$ cat src/rtl/npc_ras_unit.sv
// npc_ras_unit: fetch-PC register with decode-stage branch/jump resolution and an optional return-address stack.
// Define NPC_RAS_EN to build the return-address stack that predicts jr $31 targets.
module npc_ras_unit #(
    parameter int                ADDR_W    = 32,
    parameter logic [ADDR_W-1:0] RESET_PC  = ADDR_W'(32'h0000_3000),
    parameter int                RAS_DEPTH = 4
) (
    input  logic                         clk,
    input  logic                         reset,
    input  logic                         stall_i,
    input  logic [31:0]                  instr_D,
    input  logic [ADDR_W-1:0]            PC_D,
    input  logic [31:0]                  rs_val_D,
    input  logic [31:0]                  rt_val_D,
    input  logic                         rs_ready_D,
    output logic [ADDR_W-1:0]            PC_F,
    output logic                         redirect_o,
    output logic                         stall_req_o,
    output logic                         ras_pred_o,
    output logic [$clog2(RAS_DEPTH):0]   ras_count_o
);
    logic [5:0]        op;
    logic              is_beq, is_bne, is_j, is_jal, is_jr, rs_eq;
    logic [ADDR_W-1:0] br_tgt, j_tgt, jr_tgt, tgt, ras_top, pc_d, pc_q;

    assign op     = instr_D[31:26];
    assign is_beq = op == 6'b000100;
    assign is_bne = op == 6'b000101;
    assign is_j   = op == 6'b000010;
    assign is_jal = op == 6'b000011;
    assign is_jr  = op == 6'b000000 && instr_D[5:0] == 6'b001000;
    assign rs_eq  = rs_val_D == rt_val_D;

`ifdef NPC_RAS_EN
    localparam int PW = $clog2(RAS_DEPTH);
    logic [ADDR_W-1:0] ras_q [RAS_DEPTH];
    logic [PW-1:0]     ptr_q, ptr_d;
    logic [PW:0]       cnt_q, cnt_d;
    logic              rs_is_ra, push, pop;

    // ptr_q is the next free slot; the newest entry sits just below it
    assign rs_is_ra    = instr_D[25:21] == 5'd31;
    assign ras_top     = ras_q[ptr_q - PW'(1)];
    assign ras_pred_o  = is_jr && !rs_ready_D && rs_is_ra && cnt_q != '0;
    assign push        = is_jal && !stall_i;
    assign pop         = is_jr && !stall_req_o && rs_is_ra && !stall_i && cnt_q != '0;
    assign ras_count_o = cnt_q;

    always_comb begin
        ptr_d = push ? ptr_q + PW'(1) : pop ? ptr_q - PW'(1) : ptr_q;
        cnt_d = push ? (cnt_q == (PW+1)'(RAS_DEPTH) ? cnt_q : cnt_q + 1'b1) : pop ? cnt_q - 1'b1 : cnt_q;
    end

    always_ff @(posedge clk)
        if (push) ras_q[ptr_q] <= PC_D + ADDR_W'(8);

    always_ff @(posedge clk or posedge reset)
        if (reset) begin
            ptr_q <= '0;
            cnt_q <= '0;
        end else begin
            ptr_q <= ptr_d;
            cnt_q <= cnt_d;
        end
`else
    assign ras_top     = '0;
    assign ras_pred_o  = 1'b0;
    assign ras_count_o = '0;
`endif

    assign br_tgt      = PC_D + ADDR_W'(4) + ADDR_W'($signed({instr_D[15:0], 2'b00}));
    assign j_tgt       = {PC_D[ADDR_W-1:28], instr_D[25:0], 2'b00};
    assign jr_tgt      = ras_pred_o ? ras_top : ADDR_W'(rs_val_D);
    assign stall_req_o = is_jr && !rs_ready_D && !ras_pred_o;
    assign redirect_o  = is_j || is_jal || (is_jr && !stall_req_o) || (is_beq && rs_eq) || (is_bne && !rs_eq);
    assign tgt         = is_jr ? jr_tgt : (is_j || is_jal) ? j_tgt : br_tgt;
    assign PC_F        = pc_q;

    always_comb begin
        pc_d = (stall_i || stall_req_o) ? pc_q : redirect_o ? tgt : pc_q + ADDR_W'(4);
    end

    always_ff @(posedge clk or posedge reset)
        if (reset) pc_q <= RESET_PC;
        else       pc_q <= pc_d;
endmodule

$ cat config.mk
export PLATFORM = sky130hd
export DESIGN_NAME = npc_ras_unit
export DESIGN_NICKNAME = d
export VERILOG_FILES = /design/src/rtl/npc_ras_unit.sv
export SDC_FILE = /design/constraint.sdc
export NUM_CORES = 1
export LEC_CHECK = 0
export ABC_AREA = 1
export CAP_MARGIN = 15
export CORE_MARGIN = 2
export CORE_UTILIZATION = 46
export CTS_CLUSTER_DIAMETER = 150
export DETAILED_ROUTE_END_ITERATION = 12
export GPL_TIMING_DRIVEN = 0
export PLACE_DENSITY = 0.8
export SLEW_MARGIN = 20
export SYNTH_ARGS = -nofsm -noshare
export SYNTH_HDL_FRONTEND = slang
export SYNTH_SLANG_ARGS = --single-unit
$ cat constraint.sdc
create_clock -name clk -period 2 [get_ports clk]
set_clock_uncertainty 0.2 [all_clocks]
set_input_delay 0.4 -clock clk [delete_from_list [all_inputs] [get_ports clk]]
set_output_delay 0.4 -clock clk [all_outputs]
set_load 0.02 [all_outputs]
Word-level counts from Yosys, hierarchy flattened
Cells that the tools add are included.

word-level totals
  output and inout bits = 38
  logic and storage cells = 27
  register bits = 32

operators by class
  equal/unequal tests = 6
  reduce and logical (&&, ||, !) cells = 14
  muxes and demuxes = 3
  add/subtract/negate cells = 3

operators with widths
  cell                                                                    count
  32-bit two-way mux                                                      3
  32-bit by 3-bit adder with 32-bit output (second input constant)        2
  32-bit adder                                                            1
  32-bit equality test                                                    1
  6-bit by 2-bit equality test with 1-bit output (second input constant)  2
  6-bit by 3-bit equality test with 1-bit output (second input constant)  2
  6-bit by 4-bit equality test with 1-bit output (second input constant)  1
  6-bit logical NOT                                                       1
  1-bit logical AND                                                       5
  1-bit logical OR                                                        5
  1-bit logical NOT                                                       3

Longest topological paths before layout
Gate-level depths: netlist (run 1).

  depth after elaboration = 9
  depth in mapped cells = 18
  gate-level depth less buffers = 18

Least setup slack after synthesis (run 1)
No wires, ideal clock.

  path kind = input port to flip-flop
  from = in instr_D[1]
  to = reg pc_q[25], in the netlist PC_F[25]
  path slack = -515 ps
  required time = 1723 ps
  buffers on the path = 0
  stages on the path = 14
  library setup time = 77 ps
  arrival = 2238 ps
  cells stage by stage = ha_1 -> ha_1 -> fa_1 -> nand3_1 -> nand3_1 -> nand2_1 -> nand2_1 -> nand2_1 -> nand3_1 -> nand2_1 -> nand2_1 -> o21ai_0 -> nand3_1 -> a21oi_1

between the ends
  word-level cells in the longest chain between the ends = 9

RTL lines
  item                                                                  line  RTL
  start, declared                                                       11    input logic [31:0] instr_D,
  parallel branches: the longest is 9 deep, another holds 32-bit adder  n/a
  end signal, assigned                                                  85    else pc_q <= pc_d;
  end, declared                                                         24    logic [ADDR_W-1:0] br_tgt, j_tgt, jr_tgt, tgt, ras_top, pc_d, pc_q;

Several ways; the timed one is not identified.
A chain may end at the register's enable or synchronous reset.

Worst setup path in the final report (run 1)
  from = in instr_D[0]
  to = reg pc_q[23], in the netlist PC_F[23]

The elaborated chain is that of the path after synthesis.

==> impl_metrics.prom, run 1 <==
# TYPE chip_impl_metric gauge
chip_impl_info{name="status",value="finished with violations"} 1
chip_impl_info{name="failing_checks",value="negative setup slack"} 1
chip_impl_metric{name="final-instance-count-excl-fill",unit=""} 1651
chip_impl_info{name="timing.critical_path.cells",value="buf_6, inv_4, ha_4, inv_2, ha_4, fa_2, nand3_2, nand3_4, nand3_4, nand3_4, nand3_2, nand2_2, nand2_1, nand3_1, nand2_1, nand3_1, a21oi_1"} 1
chip_impl_info{name="busiest_layer_in_global_routing",value="met2"} 1
chip_impl_metric{name="antenna_violating_nets_left",unit=""} 0
chip_impl_metric{name="largest_register_ff_count",unit=""} 32
chip_impl_metric{name="detailroute.via_count",unit=""} 10000
chip_impl_metric{name="post-layout-total-power",unit="mW"} 6.01
chip_impl_metric{name="met1_capacity_usage_during_global_routing",unit="%"} 51.0
chip_impl_metric{name="layout.core_utilization",unit="%"} 87.2
chip_impl_metric{name="grt_usage",unit="%"} 42.4
chip_impl_metric{name="drt-pass1-iter-count",unit=""} 6
chip_impl_metric{name="hold_violations",unit=""} 0
chip_impl_metric{name="synth-seq-area-share",unit="%"} 12.8
chip_impl_metric{name="crit_path_buffers_inverters",unit=""} 3
chip_impl_metric{name="largest_fanout_on_the_critical_path",unit=""} 4
chip_impl_metric{name="synth_enable_flop_cells",unit=""} 0
chip_impl_info{name="synth_common_cells",value="415 x sky130_fd_sc_hd__nand2_1, 194 x sky130_fd_sc_hd__inv_1, 127 x sky130_fd_sc_hd__nor2_1, 93 x sky130_fd_sc_hd__nand3_1, 62 x sky130_fd_sc_hd__a21oi_1"} 1
chip_impl_metric{name="synth_warnings",unit=""} 0
chip_impl_metric{name="worstMarginPinSlew",unit="ps"} 765
chip_impl_metric{name="final-max-slew-violation-count",unit=""} 0
chip_impl_metric{name="worst_skew_pair_later_pin_latency",unit="ps"} 290
chip_impl_metric{name="chipHeight",unit="um"} 121
chip_impl_metric{name="post-route-period-util",unit="%"} 122
chip_impl_info{name="timing.setup.critical_path_class",value="in2reg"} 1
chip_impl_info{name="worstSetupStartpointType",value="input pin"} 1
chip_impl_metric{name="wl_per_cell",unit="um"} 21.3
chip_impl_metric{name="first_global_vias",unit=""} 9559
chip_impl_metric{name="max_clock_freq",unit="MHz"} 411
chip_impl_metric{name="cts-buffers-inserted",unit=""} 5
chip_impl_info{name="critPathSlowestCell",value="sky130_fd_sc_hd__fa_2"} 1
chip_impl_metric{name="use_met2",unit="%"} 70.0
chip_impl_metric{name="top_level_pins",unit=""} 170
chip_impl_metric{name="setup_ws",unit="ps"} -431
chip_impl_metric{name="synth_top_area_share",unit="%"} 24.8
chip_impl_info{name="synth.largest_area_cell",value="sky130_fd_sc_hd__nand2_1"} 1
chip_impl_metric{name="max_cap_viols",unit=""} 0
chip_impl_metric{name="final_layout_size_suffix_gt1_share",unit="%"} 48.6
chip_impl_metric{name="htreeDepth",unit=""} 2
chip_impl_metric{name="gr-usage-met3",unit="%"} 7.75
chip_impl_metric{name="critical-path-max-stage-delay",unit="ps"} 390
chip_impl_metric{name="initial_utilization",unit="%"} 47.3
chip_impl_metric{name="fp-row-count",unit=""} 42
chip_impl_metric{name="p_per_area",unit="mW/mm^2"} 518
chip_impl_metric{name="detailed_route_drc_error_count",unit=""} 0
chip_impl_metric{name="final_cell_area",unit="mm^2"} 0.0116
chip_impl_metric{name="finalWirelength",unit="um"} 35200
chip_impl_metric{name="ctsHoldBuffers",unit=""} 0
chip_impl_metric{name="hold_slack",unit="ps"} 334
chip_impl_metric{name="power.static_leakage",unit="nW"} 5.76
chip_impl_metric{name="cts_max_path_buffers",unit=""} 2
chip_impl_metric{name="cp.required",unit="ps"} 1990
chip_impl_metric{name="postPlaceCellArea",unit="mm^2"} 0.00909
chip_impl_metric{name="maxSlewHeadroom",unit="%"} 49.0
chip_impl_metric{name="portBuffers",unit=""} 165
chip_impl_metric{name="synth.cell_area",unit="mm^2"} 0.00629
chip_impl_info{name="timing.hold.worst.class",value="in2reg"} 1
chip_impl_metric{name="synthDistinctLibCells",unit=""} 39
chip_impl_metric{name="vdd_ir_drop_max",unit="V"} 0.000619
chip_impl_metric{name="clkSinkCount",unit=""} 32
chip_impl_metric{name="antenna_found_initial",unit=""} 1
chip_impl_metric{name="syn_inst",unit=""} 1162
chip_impl_metric{name="die_x",unit="um"} 121
chip_impl_metric{name="detailedPlacementHpwl",unit="um"} 20600
chip_impl_info{name="tritoncts",value="done"} 1
chip_impl_info{name="timing.critical_path.max_delay_family",value="simple AND/OR/NAND/NOR gates"} 1
chip_impl_metric{name="clk_transition_reported_paths",unit="ps"} 50
chip_impl_info{name="unrepaired_setup_endpoints_after_global_routing",value="yes"} 1
chip_impl_metric{name="area.growth.synth_to_final",unit="%"} 84.2
chip_impl_info{name="postSynth.topFlopCell",value="sky130_fd_sc_hd__dfrtp_1"} 1
chip_impl_metric{name="period_needed",unit="ps"} 2430
chip_impl_metric{name="finish.net_count",unit=""} 1666
chip_impl_metric{name="postSynthRegisterBits",unit=""} 32
chip_impl_metric{name="async_flop_share",unit="%"} 100
chip_impl_info{name="timing.critical_path.mode_cell",value="sky130_fd_sc_hd__nand3_4"} 1
chip_impl_metric{name="maximum_number_of_pins_on_one_net_before_global_route_repair",unit=""} 33
chip_impl_info{name="ctsRootBufferMaster",value="sky130_fd_sc_hd__clkbuf_16"} 1
chip_impl_info{name="crit_path_end_kind",value="flop"} 1
chip_impl_metric{name="placed_cells",unit=""} 1506
chip_impl_metric{name="arrival_time_at_the_worst_endpoint",unit="ps"} 2420
chip_impl_metric{name="place.gp.congestion",unit=""} 0.957
chip_impl_metric{name="dieArea",unit="mm^2"} 0.0146
chip_impl_metric{name="iteration_0_drc_markers",unit=""} 1276
chip_impl_info{name="synth_top_cells_by_area",value="sky130_fd_sc_hd__nand2_1 25%, sky130_fd_sc_hd__dfrtp_1 12%, sky130_fd_sc_hd__inv_1 12%"} 1
chip_impl_metric{name="antennaDiodeCount",unit=""} 0
chip_impl_metric{name="postSynthAreaPerCell",unit="um^2"} 5.42
chip_impl_metric{name="timing.final.setup_violations",unit=""} 33
chip_impl_info{name="yosysMostFrequentCell",value="sky130_fd_sc_hd__nand2_1"} 1
chip_impl_metric{name="num-fill-cells",unit=""} 688
chip_impl_metric{name="via_per_inst",unit=""} 6.09
chip_impl_metric{name="global_route_wire_length_before_repair",unit="um"} 48600
chip_impl_metric{name="grt.overflow.total",unit=""} 0
chip_impl_metric{name="design.core.area",unit="mm^2"} 0.0133
## what timing repair did
action | CTS | global route
endpoints found under the setup margin | 42 | 41
buffers inserted | 128 | 9
endpoints found under the hold margin | 0 | 0
gates cloned | 1 | 1
pin swaps | 257 | 127
resized for setup | 788 | 191
## cell families after synthesis
logic type,Yosys count,share of synthesized area (%)
simple gates,695,45.9
other cells,1,0.0596
flops,32,12.8
xor+xnor,42,5.84
fa+ha+maj,59,11.8
compound gates,109,9.48
buf+inv,224,14.1
## through the flow
| step | TNS (ps) | worst slack, ps |
|---|---|---|
| 2_1_floorplan | -2890 | -309 |
| 3_3_place_gp | -49250 | -2020 |
| 3_5_place_dp | -33020 | -1380 |
| 4_1_cts | -4290 | -256 |
| 5_1_grt | -10580 | -513 |
| 6_report | -8720 | -431 |
## report_power, final
group | switching, mW | leakage (nW) | total (mW) | internal, mW
logic | 2.39 | 5.34 | 4.20 | 1.81
clock network | 0.295 | 0.0667 | 0.747 | 0.453
registers | 0.251 | 0.363 | 1.06 | 0.807
## worst paths after layout
check / start / end / slack (ps) / cells past startpoint
setup / recovery: instr_D[0] / PC_F[23] / -430 / 17
hold / removal: rs_val_D[2] / PC_F[2] / 330 / 5
setup reg to reg: PC_F[13] / PC_F[23] / -190 / 10
hold reg to reg: PC_F[1] / PC_F[1] / 360 / 2
max in group asynchronous: reset / PC_F[4] / 730 / 2
min in group asynchronous: reset / PC_F[29] / 350 / 2
## worst min-delay path: stages
cell and delay (ps):
sky130_fd_sc_hd__buf_4 110, sky130_fd_sc_hd__o21ai_2 60, sky130_fd_sc_hd__nand2_1 60, sky130_fd_sc_hd__o211ai_1 70, sky130_fd_sc_hd__o21ai_1 70
## placed cells by master, fill, tap and decap left out, types with 7 or more instances in the layout
master | Yosys | routed
sky130_fd_sc_hd__buf_6 | 2 | 30
sky130_fd_sc_hd__inv_2 | 2 | 52
sky130_fd_sc_hd__nand3_4 | 0 | 15
sky130_fd_sc_hd__clkdlybuf4s50_1 | 0 | 33
sky130_fd_sc_hd__nand2_4 | 0 | 38
sky130_fd_sc_hd__dlygate4sd2_1 | 0 | 9
sky130_fd_sc_hd__a21oi_1 | 62 | 35
sky130_fd_sc_hd__nand3_1 | 93 | 41
sky130_fd_sc_hd__nor2_4 | 0 | 24
sky130_fd_sc_hd__nor2_2 | 3 | 24
sky130_fd_sc_hd__dfrtp_1 | 30 | 28
sky130_fd_sc_hd__o211ai_1 | 14 | 14
sky130_fd_sc_hd__a21oi_4 | 0 | 7
sky130_fd_sc_hd__dlymetal6s2s_1 | 0 | 7
sky130_fd_sc_hd__o21ai_1 | 1 | 17
sky130_fd_sc_hd__xor2_1 | 16 | 16
sky130_fd_sc_hd__o21ai_2 | 0 | 9
sky130_fd_sc_hd__nand3_2 | 1 | 38
sky130_fd_sc_hd__nand2_2 | 2 | 103
sky130_fd_sc_hd__buf_2 | 15 | 67
sky130_fd_sc_hd__nor2_1 | 127 | 82
sky130_fd_sc_hd__buf_8 | 0 | 13
sky130_fd_sc_hd__clkbuf_2 | 0 | 8
sky130_fd_sc_hd__ha_4 | 0 | 58
sky130_fd_sc_hd__clkdlybuf4s15_2 | 0 | 7
sky130_fd_sc_hd__a21oi_2 | 1 | 21
sky130_fd_sc_hd__nand2_1 | 415 | 272
sky130_fd_sc_hd__xnor2_1 | 26 | 16
sky130_fd_sc_hd__buf_4 | 4 | 148
sky130_fd_sc_hd__nor3_1 | 14 | 7
sky130_fd_sc_hd__inv_1 | 194 | 140
sky130_fd_sc_hd__nand4_1 | 21 | 21
## metal layers
layer | vias to the layer above | part of all wire [%]
li1 | 4270 | -
met1 | 4564 | 35
met2 | 905 | 44
met3 | 308 | 12
met4 | 0 | 8.8
met5 | - | 0
## area by class of cell
class | instances | area [um^2] | area share (%)
clock buffer | 6 | 129 | 1.11
multi-input combinational | 909 | 6970 | 60.1
timing repair buffer | 303 | 2510 | 21.7
inverter | 196 | 746 | 6.43
tap | 176 | 220 | 1.90
sequential | 32 | 806 | 6.95
buffer | 28 | 206 | 1.78
clock inverter | 1 | 5.00 | 0.0432
Power figures use the tool's default switching activity.
==> inputs of run 2 (changes only) <==
- CTS_CLUSTER_SIZE: unset -> 30
==> results of run 2 <==
No change in the layout: final DEF, timing and power equal those of run 1.
